[config.mk]
export PLATFORM = sky130hd
export DESIGN_NAME = sram_req_arbiter
export DESIGN_NICKNAME = d
export VERILOG_FILES = /design/src/rtl/sram_req_arbiter_pkg.sv /design/src/rtl/sram_tag_fifo.sv /design/src/rtl/sram_req_arbiter.sv
export SDC_FILE = /design/constraint.sdc
export NUM_CORES = 1
export LEC_CHECK = 0
export CORE_AREA = 2 2 126 128
export DETAILED_ROUTE_END_ITERATION = 7
export DIE_AREA = 0 0 128 130
export PLACE_DENSITY_LB_ADDON = 0.1
export REMOVE_ABC_BUFFERS = 1
export SYNTH_ARGS = -nofsm -noshare
export SYNTH_HDL_FRONTEND = slang
export SYNTH_HIERARCHICAL = 1
export SYNTH_SLANG_ARGS = --single-unit
[constraint.sdc]
create_clock -name clk -period 3.4 [get_ports clk]
set_input_delay 0.85 -clock clk [delete_from_list [all_inputs] [get_ports clk]]
set_output_delay 0.85 -clock clk [all_outputs]
set_load 0.1 [all_outputs]
[src/rtl/sram_req_arbiter_pkg.sv]
`default_nettype none
// ============================================================================
// Module : sram_req_arbiter_pkg
// Brief  : Shared tag encodings and default depth for the sram request arbiter.
// Rev    : 1.0
// ============================================================================
package sram_req_arbiter_pkg;

    typedef enum logic {
        TAG_INST = 1'b0,
        TAG_DATA = 1'b1
    } tag_e;

    localparam int unsigned c_DEPTH_DEFAULT = 4;

endpackage
`default_nettype wire

[src/rtl/sram_tag_fifo.sv]
`default_nettype none
// ============================================================================
// Module : sram_tag_fifo
// Brief  : In-order FIFO of 1-bit requester tags for outstanding transactions.
// Rev    : 1.0
// ============================================================================
module sram_tag_fifo
    import sram_req_arbiter_pkg::*;
#(
    parameter int unsigned DEPTH = c_DEPTH_DEFAULT
) (
    input  logic                       clk,
    input  logic                       resetn,
    input  logic                       push,
    input  tag_e                       push_tag,
    input  logic                       pop,
    output logic                       full,
    output logic                       empty,
    output tag_e                       head,
    output logic [$clog2(DEPTH):0]     count
);

    localparam int unsigned c_PTR_W = $clog2(DEPTH);
    localparam int unsigned c_CNT_W = c_PTR_W + 1;
    localparam logic [c_CNT_W-1:0] c_FULL_CNT = c_CNT_W'(DEPTH);

    tag_e               r_mem [DEPTH];
    logic [c_PTR_W-1:0] r_wr_ptr;
    logic [c_PTR_W-1:0] r_rd_ptr;
    logic [c_CNT_W-1:0] r_count;
    logic               w_push;
    logic               w_pop;

    assign full   = (r_count == c_FULL_CNT);
    assign empty  = (r_count == '0);
    assign head   = r_mem[r_rd_ptr];
    assign count  = r_count;
    // Full/empty come from the registered count, so a same-cycle pop never frees a slot early.
    assign w_push = push & ~full;
    assign w_pop  = pop & ~empty;

    always_ff @(posedge clk or negedge resetn) begin
        if (!resetn) begin
            r_wr_ptr <= '0;
            r_rd_ptr <= '0;
            r_count  <= '0;
            for (int k = 0; k < int'(DEPTH); k++) begin
                r_mem[k] <= TAG_INST;
            end
        end else begin
            if (w_push) begin
                r_mem[r_wr_ptr] <= push_tag;
                r_wr_ptr        <= r_wr_ptr + c_PTR_W'(1);
            end
            if (w_pop) begin
                r_rd_ptr <= r_rd_ptr + c_PTR_W'(1);
            end
            case ({w_push, w_pop})
                2'b10:   r_count <= r_count + c_CNT_W'(1);
                2'b01:   r_count <= r_count - c_CNT_W'(1);
                default: r_count <= r_count;
            endcase
        end
    end

endmodule
`default_nettype wire

[src/rtl/sram_req_arbiter.sv]
`default_nettype none
// ============================================================================
// Module : sram_req_arbiter
// Brief  : Merges instruction and data sram-like requesters onto one master.
// Rev    : 1.0
// ============================================================================
module sram_req_arbiter
    import sram_req_arbiter_pkg::*;
#(
    parameter int unsigned DEPTH = c_DEPTH_DEFAULT
) (
    input  logic        clk,
    input  logic        resetn,
    input  logic        i_req,
    input  logic        i_wr,
    input  logic [1:0]  i_size,
    input  logic [3:0]  i_wstrb,
    input  logic [31:0] i_addr,
    input  logic [31:0] i_wdata,
    output logic        i_addr_ok,
    output logic        i_data_ok,
    output logic [31:0] i_rdata,
    input  logic        d_req,
    input  logic        d_wr,
    input  logic [1:0]  d_size,
    input  logic [3:0]  d_wstrb,
    input  logic [31:0] d_addr,
    input  logic [31:0] d_wdata,
    output logic        d_addr_ok,
    output logic        d_data_ok,
    output logic [31:0] d_rdata,
    output logic        m_req,
    output logic        m_wr,
    output logic [1:0]  m_size,
    output logic [3:0]  m_wstrb,
    output logic [31:0] m_addr,
    output logic [31:0] m_wdata,
    input  logic        m_addr_ok,
    input  logic        m_data_ok,
    input  logic [31:0] m_rdata,
    output logic        busy,
    output logic        err
);

    logic                   r_lock;
    tag_e                   r_lock_grant;
    logic                   r_err;
    tag_e                   w_grant;
    logic                   w_sel_data;
    logic                   w_full;
    logic                   w_empty;
    tag_e                   w_head;
    logic                   w_push;
    logic                   w_pop;
    logic [$clog2(DEPTH):0] w_count;

    // A stalled master request keeps its grant so its fields stay stable.
    always_comb begin
        w_grant = TAG_INST;
        if (r_lock) begin
            w_grant = r_lock_grant;
        end else if (d_req) begin
            w_grant = TAG_DATA;
        end
    end

    assign w_sel_data = (w_grant == TAG_DATA);

    assign m_req   = resetn & ~w_full & (w_sel_data ? d_req : i_req);
    assign m_wr    = w_sel_data ? d_wr    : i_wr;
    assign m_size  = w_sel_data ? d_size  : i_size;
    assign m_wstrb = w_sel_data ? d_wstrb : i_wstrb;
    assign m_addr  = w_sel_data ? d_addr  : i_addr;
    assign m_wdata = w_sel_data ? d_wdata : i_wdata;

    assign i_addr_ok = m_addr_ok & m_req & ~w_sel_data;
    assign d_addr_ok = m_addr_ok & m_req &  w_sel_data;

    assign w_push = m_req & m_addr_ok;
    assign w_pop  = m_data_ok & ~w_empty;

    assign i_data_ok = w_pop & (w_head == TAG_INST);
    assign d_data_ok = w_pop & (w_head == TAG_DATA);
    assign i_rdata   = m_rdata;
    assign d_rdata   = m_rdata;

    assign busy = (w_count != '0);
    assign err  = r_err;

    always_ff @(posedge clk or negedge resetn) begin
        if (!resetn) begin
            r_lock       <= 1'b0;
            r_lock_grant <= TAG_INST;
            r_err        <= 1'b0;
        end else begin
            r_lock       <= m_req & ~m_addr_ok;
            r_lock_grant <= w_grant;
            r_err        <= r_err | (m_data_ok & w_empty);
        end
    end

    sram_tag_fifo #(
        .DEPTH (DEPTH)
    ) u_tag_fifo (
        .clk      (clk),
        .resetn   (resetn),
        .push     (w_push),
        .push_tag (w_grant),
        .pop      (w_pop),
        .full     (w_full),
        .empty    (w_empty),
        .head     (w_head),
        .count    (w_count)
    );

endmodule
`default_nettype wire
### Yosys cells after proc, flatten, opt, wreduce, memory -nomap -nowiden

Cells that the tools add are included.
W data, S select, Z words.

* logic and storage cells: 59
* bits of input ports: 180
* register bits: 14

* eq/ne operators: 3
* muxes and demuxes: 15
* reductions and logical operators: 4
* add/sub/neg operators: 4
* bitwise operators: 20
* magnitude comparators: 3

Operators with widths (number)
* $mux W32: 2
* $and A1 B1 Y1: 12
* $mux W1: 7
* $ge A3 B3 Y1 const B: 2
* $not A2 Y3: 2
* $pmux W3 S2: 1
* $not A1 Y1: 5
* $add A2 B1 Y2 const B: 2
* $bwmux W4: 1
* $mux W4: 1
* $add A3 B1 Y3 const B: 1
* $eq A3 B3 Y1 const B: 1
* $logic_not A3 Y1: 1
* $lt A3 B1 Y1 const B: 1
* $reduce_bool A3 Y1: 1
* $sub A3 B1 Y3 const B: 1
* $bmux W1 S2: 1
* $demux W1 S2: 1
* $eq A2 B1 Y1 const B: 1
* $eq A2 B2 Y1 const B: 1
* $mux W2: 1
* $reduce_bool A2 Y1: 1
* $logic_and A1 B1 Y1: 1
* $or A1 B1 Y1: 1

### Logic depth before layout (Yosys ltp)

Gate-level depths: netlist of the first run.

* depth after elaboration: 8
* gate-level depth with buffers: 11

### By module

Netlist of the first run, hierarchy kept.

By module, submodules not included
* sram_req_arbiter: times used 1, cells an instance 165, area an instance 1627.8 sq um, seq. area each 75.1 sq um
* sram_tag_fifo: times used 1, cells an instance 54, area an instance 605.6 sq um, seq. area each 275.3 sq um

### Least setup slack after synthesis of the first run

Ideal clock, no wire load.

* path kind: in2out
* start point: in d_req
* end point: out i_addr_ok
* slack: -3299 ps
* stages: 2
* data required time: 2550 ps
* arrival time: 5849 ps
* path buffers: 0
* cells stage by stage: or2_2 a2111oi_0

* word-level cells in the longest chain between the ends: 6
* elaborated cells on any way between the ends: 7
* those cells by class: 3 x mux; 4 x bitwise

Ends and longest elaborated chain
* from (decl): line sram_req_arbiter.sv:23 `input logic d_req,`
* $mux W1: line sram_req_arbiter.sv:62 `end else if (d_req) begin`
* $mux W1: line sram_req_arbiter.sv:60 `if (r_lock) begin`
* $mux W1: line sram_req_arbiter.sv:69 `assign m_req = resetn & ~w_full & (w_sel_data ? d_req : i_req);`
* $and A1 B1 Y1: line sram_req_arbiter.sv:69
* $and A1 B1 Y1: line sram_req_arbiter.sv:76 `assign i_addr_ok = m_addr_ok & m_req & ~w_sel_data;`
* $and A1 B1 Y1 (*): line sram_req_arbiter.sv:76
* to (decl): line sram_req_arbiter.sv:20 `output logic i_addr_ok,`

Every way passes the cells marked *; elsewhere a longest branch is shown, timed or not.

### Worst setup path after layout of the first run

* start point: in resetn
* end point: out i_addr_ok

* word-level cells in the longest chain between the ends: 4

Ends and longest elaborated chain
* from (decl): line sram_req_arbiter.sv:13 `input logic resetn,`
* $and A1 B1 Y1 (2 in a row): line sram_req_arbiter.sv:69
* $and A1 B1 Y1 (2 in a row): line sram_req_arbiter.sv:76

Every way passes these cells.

==> qor.csv, run 1 <==
metric,value,unit
path_cells,clkdlybuf4s50_1 > nand2b_1 > a2111oi_2 > buf_4 > buf_12,
clock_path_buffers,2,
final_cell_mix,"clkdlybuf4s50_1 (146), buf_12 (80), mux2_2 (60)",
worst_path_largest_cell_delay,0.50,ns
cp_data_required_time,2.55,ns
cap_violations,0,
r2r-start,u_tag_fifo/count[2],
area_growth,130,%
wl_met3,3300,um
drv_slew,0,
insertion_delay,0.24,ns
yosysSeqAreaShare,15.7,%
synth_compound_area_share,4.09,%
rsz0062_at_grt,no,
antenna_found_initial,6,
hpwl,13600,um
wirelength,14600,um
top_layer,met5,
cts.sinks,14,
rows,46,
min_to,err,
dieArea,16600,um2
overflow,0,
grt_pass1_vias,2490,
peakVddDrop,0.272,mV
start_util,14.5,%
reg2reg_depth,11,
drc,0,
ant_nets,0,
wl_met1,5180,um
synth_top_area_cell,mux2_2,
power,2.72,mW
die_x,128,um
max_freq,0.322,GHz
cp-end-kind,primary output,
io-pin-count,322,
viasPerCell,3.92,
grt_max_degree,20,
leakagePower,2.10,nW
cts_resized,2,
yosys-mux-area-fraction,41.1,%
dr_total_vias,2286,
setup_viol,0,
die_h,130,um
syn_area,2230,um2
clk_pin_slew,0.05,ns
maxSlewHeadroom,67.0,%
synthDominantCellAreaShare,30.3,%
min_delay_path_depth,1,
start_kind,input port,
hold_violations,0,
cts_tree,yes,
yosys_warnings,6,
grtUsageTotal,16.8,%
critPathKind,in -> out,
post_dp_cell_area,5030,um2
crit_start,resetn,
hold_buffers,0,
r2r-end,u_tag_fifo/count[2],
whs,0.456,ns
synthTopCellsByArea,"mux2_2 (30%), buf_4 (22%), dfrtp_1 (16%), mux2_4 (7.4%), buf_6 (4.5%)",
fin_util,33.3,%
cts_setup_buffers,0,
finalNetCount,573,
status,"finished, final reports clean",
coreArea,15400,um2
avgSynthCellArea,10.2,um2
cp_max_fo,5,
worst_pin_slew,0.493,ns
synth-simple-area-share,5.88,%
ys_seq_elements,14,
period_share,91.4,%
setup-tns-final,0,ns
gp_congestion,0.816,
critPathArrivalTime,2.26,ns
post-route-cell-area,5140,um2
hp-class,reg -> reg,
drive_above_1_share,44.0,%
root_buffer,clkbuf_16,
synth_xor_area_share,2.35,%
period_needed,3.11,ns
synth_fa_ha_area_share,3.70,%
netlist_instances,219,
crit_path_top_delay_cell,clkdlybuf4s50_1,
p_per_area,528,nW/um2
rrSetupSlack,0.85,ns
drtIter0Drc,67,
synth_top_family_by_area,multiplexers,
grt_pass1_wl,19400,um
fin_skew,0.00101,ns
port_buffers,225,
synth_cell_types,30,
met2_length,6010,um
h-tree-depth,1,
final_common_cell,clkdlybuf4s50_1,
first_pass_iters,4,
cts_inserted_buffers,3,
worstHoldStart,err,
post_drt_wl_per_cell,25.0,um
[cell type report]
| class | instances | area (um2) |
|---|---|---|
| tap | 192 | 240 |
| multi-input combinational | 125 | 1280 |
| inverter | 7 | 26.3 |
| fill | 1579 | 10300 |
| clock buffer | 4 | 88.8 |
| antenna | 5 | 12.5 |
| sequential | 14 | 350 |
| timing repair buffer | 236 | 3140 |
[kinds of logic (layout without fill, tap and decap cells)]
| family | Yosys count | after routing |
|---|---|---|
| AO/OA/AOI/OAI | 14 | 14 |
| buffers and inverters | 80 | 247 |
| XOR/XNOR | 6 | 6 |
| other | 0 | 5 |
| flip-flops | 14 | 14 |
| adder cells (fa/ha/maj) | 6 | 6 |
| AND/OR/NAND/NOR | 23 | 23 |
| multiplexers | 76 | 76 |
[power by group]
group	switching, mW	leakage [nW]	internal (mW)
Sequential	0.0793	0.167	0.244
Combinational	1.27	1.89	0.874
Clock	0.0674	0.0442	0.178
Total	1.42	2.10	1.30
[critical path: cells and delay by family]
kind	cells	cell delay (ns)
buf+inv	3	0.85
compound gates	1	0.39
simple gates	1	0.16
[how the worst max path moves through the flow]
stage / endpoint / slack, ns
2_1_floorplan: i_addr_ok / -3.30
3_3_place_gp: i_addr_ok / -0.10
3_5_place_dp: i_addr_ok / -0.19
4_1_cts: m_wdata[27] / 0.02
5_1_grt: u_tag_fifo/count[2] / 0.18
6_report: i_addr_ok / 0.29
[sequential cells by signal, summed over array words and instances, names as in the netlist]
signal / cells
u_tag_fifo/r_mem: 4
err: 1
u_tag_fifo/r_wr_ptr: 2
u_tag_fifo/r_rd_ptr: 2
r_lock: 1
r_lock_grant: 1
u_tag_fifo/count: 3
[synthesized netlist by cell type, drive strengths merged]
cell type  number
nor3            1
buf            73
nor4b           1
ha              5
and2            1
dfrtp          14
or2             1
fa              1
nor3b           1
o21ai           8
mux4            1
nand2b          2
mux2           72
xnor2           3
nor2            2
a21o            1
nand2           9
nor2b           3
xor2            3
or3             1
inv             7
a2111oi         3
mux2i           3
nand3b          1
a211oi          1
o31a            1
[per-layer routing]
layer  track usage (%)  vias up
met5              2.65        -
met4             0.970        4
met3              17.3        8
met2              24.5      226
met1              17.9     1013
li1                  -     1035
[per-stage QoR]
stage,setup WS (ns),std cells
final,0.293,583
after CTS,0.0179,578
after detailed placement,-0.188,574
after global routing,0.181,579
after floorplan,-3.30,146
after global placement,-0.100,574
Note: power is estimated with default switching activity, not from simulation.
==> run 2: changes to the inputs <==
- CORE_AREA: 2 2 126 128 -> 2 2 124 126
- DIE_AREA: 0 0 128 130 -> 0 0 126 128
- SYNTH_HIERARCHICAL: 1 -> not set
==> qor.csv, run 2 <==
metric,value,unit,change
status,"finished, final reports clean",,unchanged
pwr-share-comb,80.7,%,was 79.1%
cts_resized,0,,was 2
hpwl,9860,um,"was 13,600 um"
period_share,93.0,%,was 91.4%
root_buffer,clkbuf_16,,unchanged
h-tree-depth,1,,unchanged
min_delay_path_depth,1,,unchanged
area_growth,138,%,was 130%
p_seq_share,10.7,%,was 11.9%
swShare,55.5,%,was 52.3%
period_needed,3.16,ns,was 3.11 ns
post_drt_wl_per_cell,17.2,um,was 25.0 um
viasPerCell,3.87,,was 3.92
wirelength,12000,um,"was 14,600 um"
synthDominantCellAreaShare,38.9,%,was 30.3%
crit_start,d_req,,was resetn
yosysSeqAreaShare,16.9,%,was 15.7%
hp-class,reg -> reg,,unchanged
cts.sinks,14,,unchanged
synthFlopType,dfrtp_1,,unchanged
die_h,128,um,was 130 um
register_area,350,um2,unchanged
leakagePower,2.32,nW,was 2.10 nW
final_cell_mix,"nand2_1 (215), clkdlybuf4s50_1 (147), buf_12 (78)",,"was clkdlybuf4s50_1 (146), buf_12 (80), mux2_2 (60)"
critPathKind,in -> out,,unchanged
start_kind,input port,,unchanged
gp_congestion,0.808,,was 0.816
intPower,1.28,mW,was 1.30 mW
final_common_cell,nand2_1,,was clkdlybuf4s50_1
drc,0,,unchanged
setup-tns-final,0,ns,unchanged
cts_setup_buffers,0,,unchanged
drive_above_1_share,18.7,%,was 44.0%
synth_edf_count,0,,unchanged
synth_common_cells,"nand2_1 (215), buf_4 (64), dfrtp_1 (14), clkbuf_1 (11), inv_1 (6)",,"was buf_4 (64), mux2_2 (60), dfrtp_1 (14), mux2_4 (11)"
io-pin-count,322,,unchanged
netlist_instances,355,,was 219
min_to,u_tag_fifo.count[2],,was err
dr_total_vias,2697,,"was 2,286"
overflow,0,,unchanged
drv_slew,0,,unchanged
fin_skew,0.00310,ns,was 0.00101 ns
worst_path_largest_cell_delay,0.51,ns,was 0.50 ns
setup_viol,0,,unchanged
cts_inserted_buffers,3,,unchanged
first_pass_iters,4,,unchanged
path_cells,clkdlybuf4s50_1 > mux2i_4 > inv_2 > o2111a_1 > nand2_2 > nor2_1 > buf_12,,was clkdlybuf4s50_1 > nand2b_1 > a2111oi_2 > buf_4 > buf_12
yosysMostFrequentCell,nand2_1,,was buf_4
cp-end-kind,primary output,,unchanged
grt_max_degree,55,,was 20
grt_pass1_wl,16900,um,"was 19,400 um"
worst_pin_slew,0.272,ns,was 0.493 ns
clock_path_buffers,2,,unchanged
rrSetupSlack,1.05,ns,was 0.85 ns
finalNetCount,696,,was 573
cts_tree,yes,,unchanged
ys_seq_elements,14,,unchanged
antenna_found_initial,0,,was 6
multiInputGateArea,1140,um2,was 1280 um2
clk_pin_slew,0.05,ns,about the same
max_freq,0.316,GHz,was 0.322 GHz
rsz0062_at_grt,no,,unchanged
synth-async-reset-ratio,100,%,unchanged
r2r-end,u_tag_fifo.count[2],,was u_tag_fifo/count[2]
synth_top_area_cell,nand2_1,,was mux2_2
hold_buffers,0,,unchanged
grtUsageTotal,13.7,%,was 16.8%
p_switching,1.60,mW,was 1.42 mW
yosys_warnings,0,,was 6
worstHoldStart,u_tag_fifo.count[2],,was err
dieArea,16100,um2,"was 16,600 um2"
peakVddDrop,0.685,mV,was 0.272 mV
n_antenna_cell,0,,was 5
largest-register,u_tag_fifo.r_mem,,was u_tag_fifo/r_mem
hold_violations,0,,unchanged
die_x,126,um,was 128 um
reg2reg_depth,10,,was 11
p_per_area,583,nW/um2,was 528 nW/um2
avgSynthCellArea,5.84,um2,was 10.2 um2
maxSlewHeadroom,81.9,%,was 67.0%
n_fill_cell,1588,,"was 1,579"
largest_reg_flops,4,,unchanged
cp_data_required_time,2.55,ns,about the same
r2r-start,r_lock,,was u_tag_fifo/count[2]
start_util,14.0,%,was 14.5%
grt_pass1_vias,2609,,"was 2,490"
pwr-share-clk,8.6,%,was 9.0%
synth_cell_types,28,,was 30
cp_max_fo,5,,unchanged
cap_violations,0,,unchanged
drtIter0Drc,62,,was 67
coreArea,14900,um2,"was 15,400 um2"
crit_path_top_delay_cell,clkdlybuf4s50_1,,unchanged
critPathArrivalTime,2.31,ns,was 2.26 ns
port_buffers,225,,unchanged
synthTopCellsByArea,"nand2_1 (39%), buf_4 (23%), dfrtp_1 (17%), ha_1 (3.0%), clkbuf_1 (2.0%)",,"was mux2_2 (30%), buf_4 (22%), dfrtp_1 (16%), mux2_4 (7.4%), buf_6 (4.5%)"
ant_nets,0,,unchanged
rows,45,,was 46
insertion_delay,0.24,ns,about the same
power,2.87,mW,was 2.72 mW
syn_area,2070,um2,was 2230 um2
[run 2: changes by cell type in the layout (fill, tap and decap cells not counted), moves of 4 or more]
| cell | previous run | this run |
|---|---|---|
| nand2_1 | 9 | 215 |
| mux2_2 | 60 | 0 |
| mux2_4 | 11 | 0 |
| o21ai_0 | 8 | 0 |
| diode_2 | 5 | 0 |
| a31oi_1 | 0 | 4 |
| a41oi_1 | 0 | 4 |
[run 2: metrics by stage]
stage / cell area [um2] / util [%] / setup slack (ns) / hold slack, ns / instances
floorplan: 1520 / - / -2.77 / 0.448 / 273
global placement: 4840 / 32.6 / 0.233 / 0.465 / 693
detailed placement: 4840 / 32.6 / 0.204 / 0.470 / 693
CTS: 4930 / 33.2 / 0.230 / 0.486 / 697
global route: 4930 / 33.2 / 0.158 / 0.506 / 697
finish: 4930 / 33.2 / 0.239 / 0.480 / 697
[run 2: critical path: cells and delay by family]
family | cells | cell delay [ns]
AND/OR/NAND/NOR | 2 | 0.32
AO/OA/AOI/OAI | 1 | 0.22
buffers and inverters | 3 | 0.81
multiplexers | 1 | 0.10
[run 2: layout make-up]
cell class,instances,area share [%]
repair buffers,232,62.5
well taps,188,4.77
clock buffers,4,1.80
inverters,8,0.609
multi-input cells,251,23.2
flip-flops and latches,14,7.10
[run 2: cells by family (layout without fill, tap and decap cells)]
group / Yosys count / count (layout) / synth area share [%]
AO/OA/AOI/OAI: 10 / 10 / 3.80
XOR/XNOR: 6 / 6 / 2.53
multiplexers: 4 / 4 / 2.77
AND/OR/NAND/NOR: 225 / 225 / 41.6
adder cells (fa/ha/maj): 6 / 6 / 3.98
flip-flops: 14 / 14 / 16.9
buffers and inverters: 90 / 244 / 28.4
[run 2: worst max path at each step]
stage,end,slack (ns),cells after the start
finish,i_addr_ok,0.24,7
global route,d_addr_ok,0.16,7
CTS,d_addr_ok,0.23,7
detailed placement,u_tag_fifo.count[2],0.20,11
global placement,i_addr_ok,0.23,7
floorplan,d_addr_ok,-2.77,5
[run 2: metal layers]
metal	routed length (um)	global-route usage, %	vias to the layer above
met5	44	2.17	-
met4	12	1.36	2
met3	1710	8.31	4
li1	-	-	1321
met1	4730	16.7	1171
met2	5460	21.3	199
[run 2: power by group through the flow]
stage          Sequential, mW  Combinational [mW]  Clock, mW
2_1_floorplan           0.325                1.38          0
3_3_place_gp            0.309                2.33          0
3_5_place_dp            0.310                2.34          0
4_1_cts                 0.309                2.35      0.255
5_1_grt                 0.322                2.43      0.262
6_report                0.307                2.32      0.247
==> run 3: changes to the inputs <==
--- a/config.mk
+++ b/config.mk
@@ -10,5 +10,4 @@
 export DIE_AREA = 0 0 126 128
 export PLACE_DENSITY_LB_ADDON = 0.1
-export REMOVE_ABC_BUFFERS = 1
 export SYNTH_ARGS = -nofsm -noshare
 export SYNTH_HDL_FRONTEND = slang
==> constraint.sdc (replaced) <==
create_clock -name clk -period 3.4 [get_ports clk]
set_input_delay 0.85 -clock clk [delete_from_list [all_inputs] [get_ports clk]]
set_output_delay 0.85 -clock clk [all_outputs]
set_load 0.05 [all_outputs]
==> qor.csv, run 3 (synthesis results as in run 2) <==
metric,value,unit,change
clk_pin_slew,0.05,ns,about the same
leakagePower,2.32,nW,about the same
critPathArrivalTime,2.32,ns,was 2.31 ns
n_antenna_cell,0,,unchanged
finalNetCount,696,,unchanged
cts_resized,0,,unchanged
grtUsageTotal,11.5,%,was 13.7%
grt_pass1_wl,14600,um,"was 16,900 um"
cts_setup_buffers,0,,unchanged
cp_data_required_time,2.55,ns,about the same
die_x,126,um,unchanged
drive_above_1_share,18.3,%,was 18.7%
syn_nets,541,,
drv_slew,0,,unchanged
rrSetupSlack,1.07,ns,was 1.05 ns
viasPerCell,3.78,,was 3.87
worst_pin_slew,0.498,ns,was 0.272 ns
cp-end-kind,primary output,,unchanged
dr_total_vias,2636,,"was 2,697"
hpwl,8460,um,was 9860 um
critPathKind,in -> out,,unchanged
final_common_cell,nand2_1,,unchanged
grt_pass1_vias,2615,,"was 2,609"
hp-class,reg -> reg,,unchanged
max_freq,0.316,GHz,about the same
largest-register,u_tag_fifo.r_mem,,unchanged
cts.sinks,14,,unchanged
start_kind,input port,,unchanged
min_to,u_tag_fifo.count[2],,unchanged
cts_tree,yes,,unchanged
die_h,128,um,unchanged
setup_viol,0,,unchanged
cts_inserted_buffers,3,,unchanged
fin_skew,0.00275,ns,was 0.00310 ns
whs,0.480,ns,about the same
worstHoldStart,u_tag_fifo.count[2],,unchanged
r2r-end,u_tag_fifo.count[2],,unchanged
final_cell_mix,"nand2_1 (215), clkdlybuf4s50_1 (149), buf_12 (76)",,"was nand2_1 (215), clkdlybuf4s50_1 (147), buf_12 (78)"
cp_max_fo,28,,was 5
clock_path_buffers,2,,unchanged
wirelength,10000,um,"was 12,000 um"
insertion_delay,0.24,ns,about the same
antenna_found_initial,0,,unchanged
maxSlewHeadroom,66.7,%,was 81.9%
port_buffers,225,,unchanged
io-pin-count,322,,unchanged
grt_max_degree,49,,was 55
power,2.30,mW,was 2.87 mW
first_pass_iters,4,,unchanged
overflow,0,,unchanged
status,"finished, final reports clean",,unchanged
h-tree-depth,1,,unchanged
setup-tns-final,0,ns,unchanged
hold_violations,0,,unchanged
post_dp_cell_area,4820,um2,was 4840 um2
dieArea,16100,um2,unchanged
start_util,14.0,%,unchanged
drc,0,,unchanged
min_delay_path_depth,1,,unchanged
peakVddDrop,0.237,mV,was 0.685 mV
coreArea,14900,um2,unchanged
reg2reg_depth,10,,unchanged
period_needed,3.17,ns,was 3.16 ns
rsz0062_at_grt,no,,unchanged
root_buffer,clkbuf_16,,unchanged
post-route-cell-area,4910,um2,was 4930 um2
cap_violations,0,,unchanged
area_growth,137,%,was 138%
r2r-start,r_lock,,unchanged
largest_reg_flops,4,,unchanged
gp_congestion,0.771,,was 0.808
ant_nets,0,,unchanged
hold_buffers,0,,unchanged
p_per_area,468,nW/um2,was 583 nW/um2
post_drt_wl_per_cell,14.4,um,was 17.2 um
rows,45,,unchanged
period_share,93.1,%,was 93.0%
drtIter0Drc,85,,was 62
-- run 3: changes by cell type in the layout (fill, tap and decap cells not counted) --
cell,change
buf_12,-2
clkdlybuf4s50_1,+2
-- run 3: through the flow --
step | utilization (%) | setup slack (ns) | cells
global route | 33.1 | 0.140 | 697
CTS | 33.1 | 0.199 | 697
floorplan | - | 0.436 | 355
global placement | 32.5 | 0.227 | 693
finish | 33.1 | 0.233 | 697
detailed placement | 32.5 | 0.217 | 693
-- run 3: power breakdown --
part	switching, mW	internal [mW]
clock network	0.0683	0.178
logic	0.925	0.818
registers	0.0627	0.245
-- run 3: how the worst max path moves through the flow --
stage | startpoint | endpoint | slack, ns | cells after the start
6_report | d_req | m_wr | 0.23 | 6
5_1_grt | d_req | m_wr | 0.14 | 6
4_1_cts | d_req | m_wr | 0.20 | 6
3_5_place_dp | d_req | m_wr | 0.22 | 6
3_3_place_gp | d_req | m_size[0] | 0.23 | 6
2_1_floorplan | d_req | i_addr_ok | 0.44 | 5
-- run 3: final cells by class --
| type | instances | area, um2 |
|---|---|---|
| Timing Repair Buffer | 232 | 3070 |
| Clock buffer | 4 | 88.8 |
| Tap cell | 188 | 235 |
| Sequential cell | 14 | 350 |
| Fill cell | 1524 | 9950 |
| Inverter | 8 | 30.0 |
| Multi-Input combinational cell | 251 | 1140 |
-- run 3: critical path, cell delays in order --
cell	delay, ns
clkdlybuf4s50_1	0.46
mux2i_4	0.23
buf_4	0.34
nand2_1	0.10
nand2_1	0.17
buf_12	0.16
-- run 3: layer usage --
metal  track usage, %  part of all wire, %  wire (um)
met3             5.30                   13       1320
met1             13.3                   37       3660
met2             19.8                   49       4910
met4             1.68                  1.2        125
met5                0                    0          0
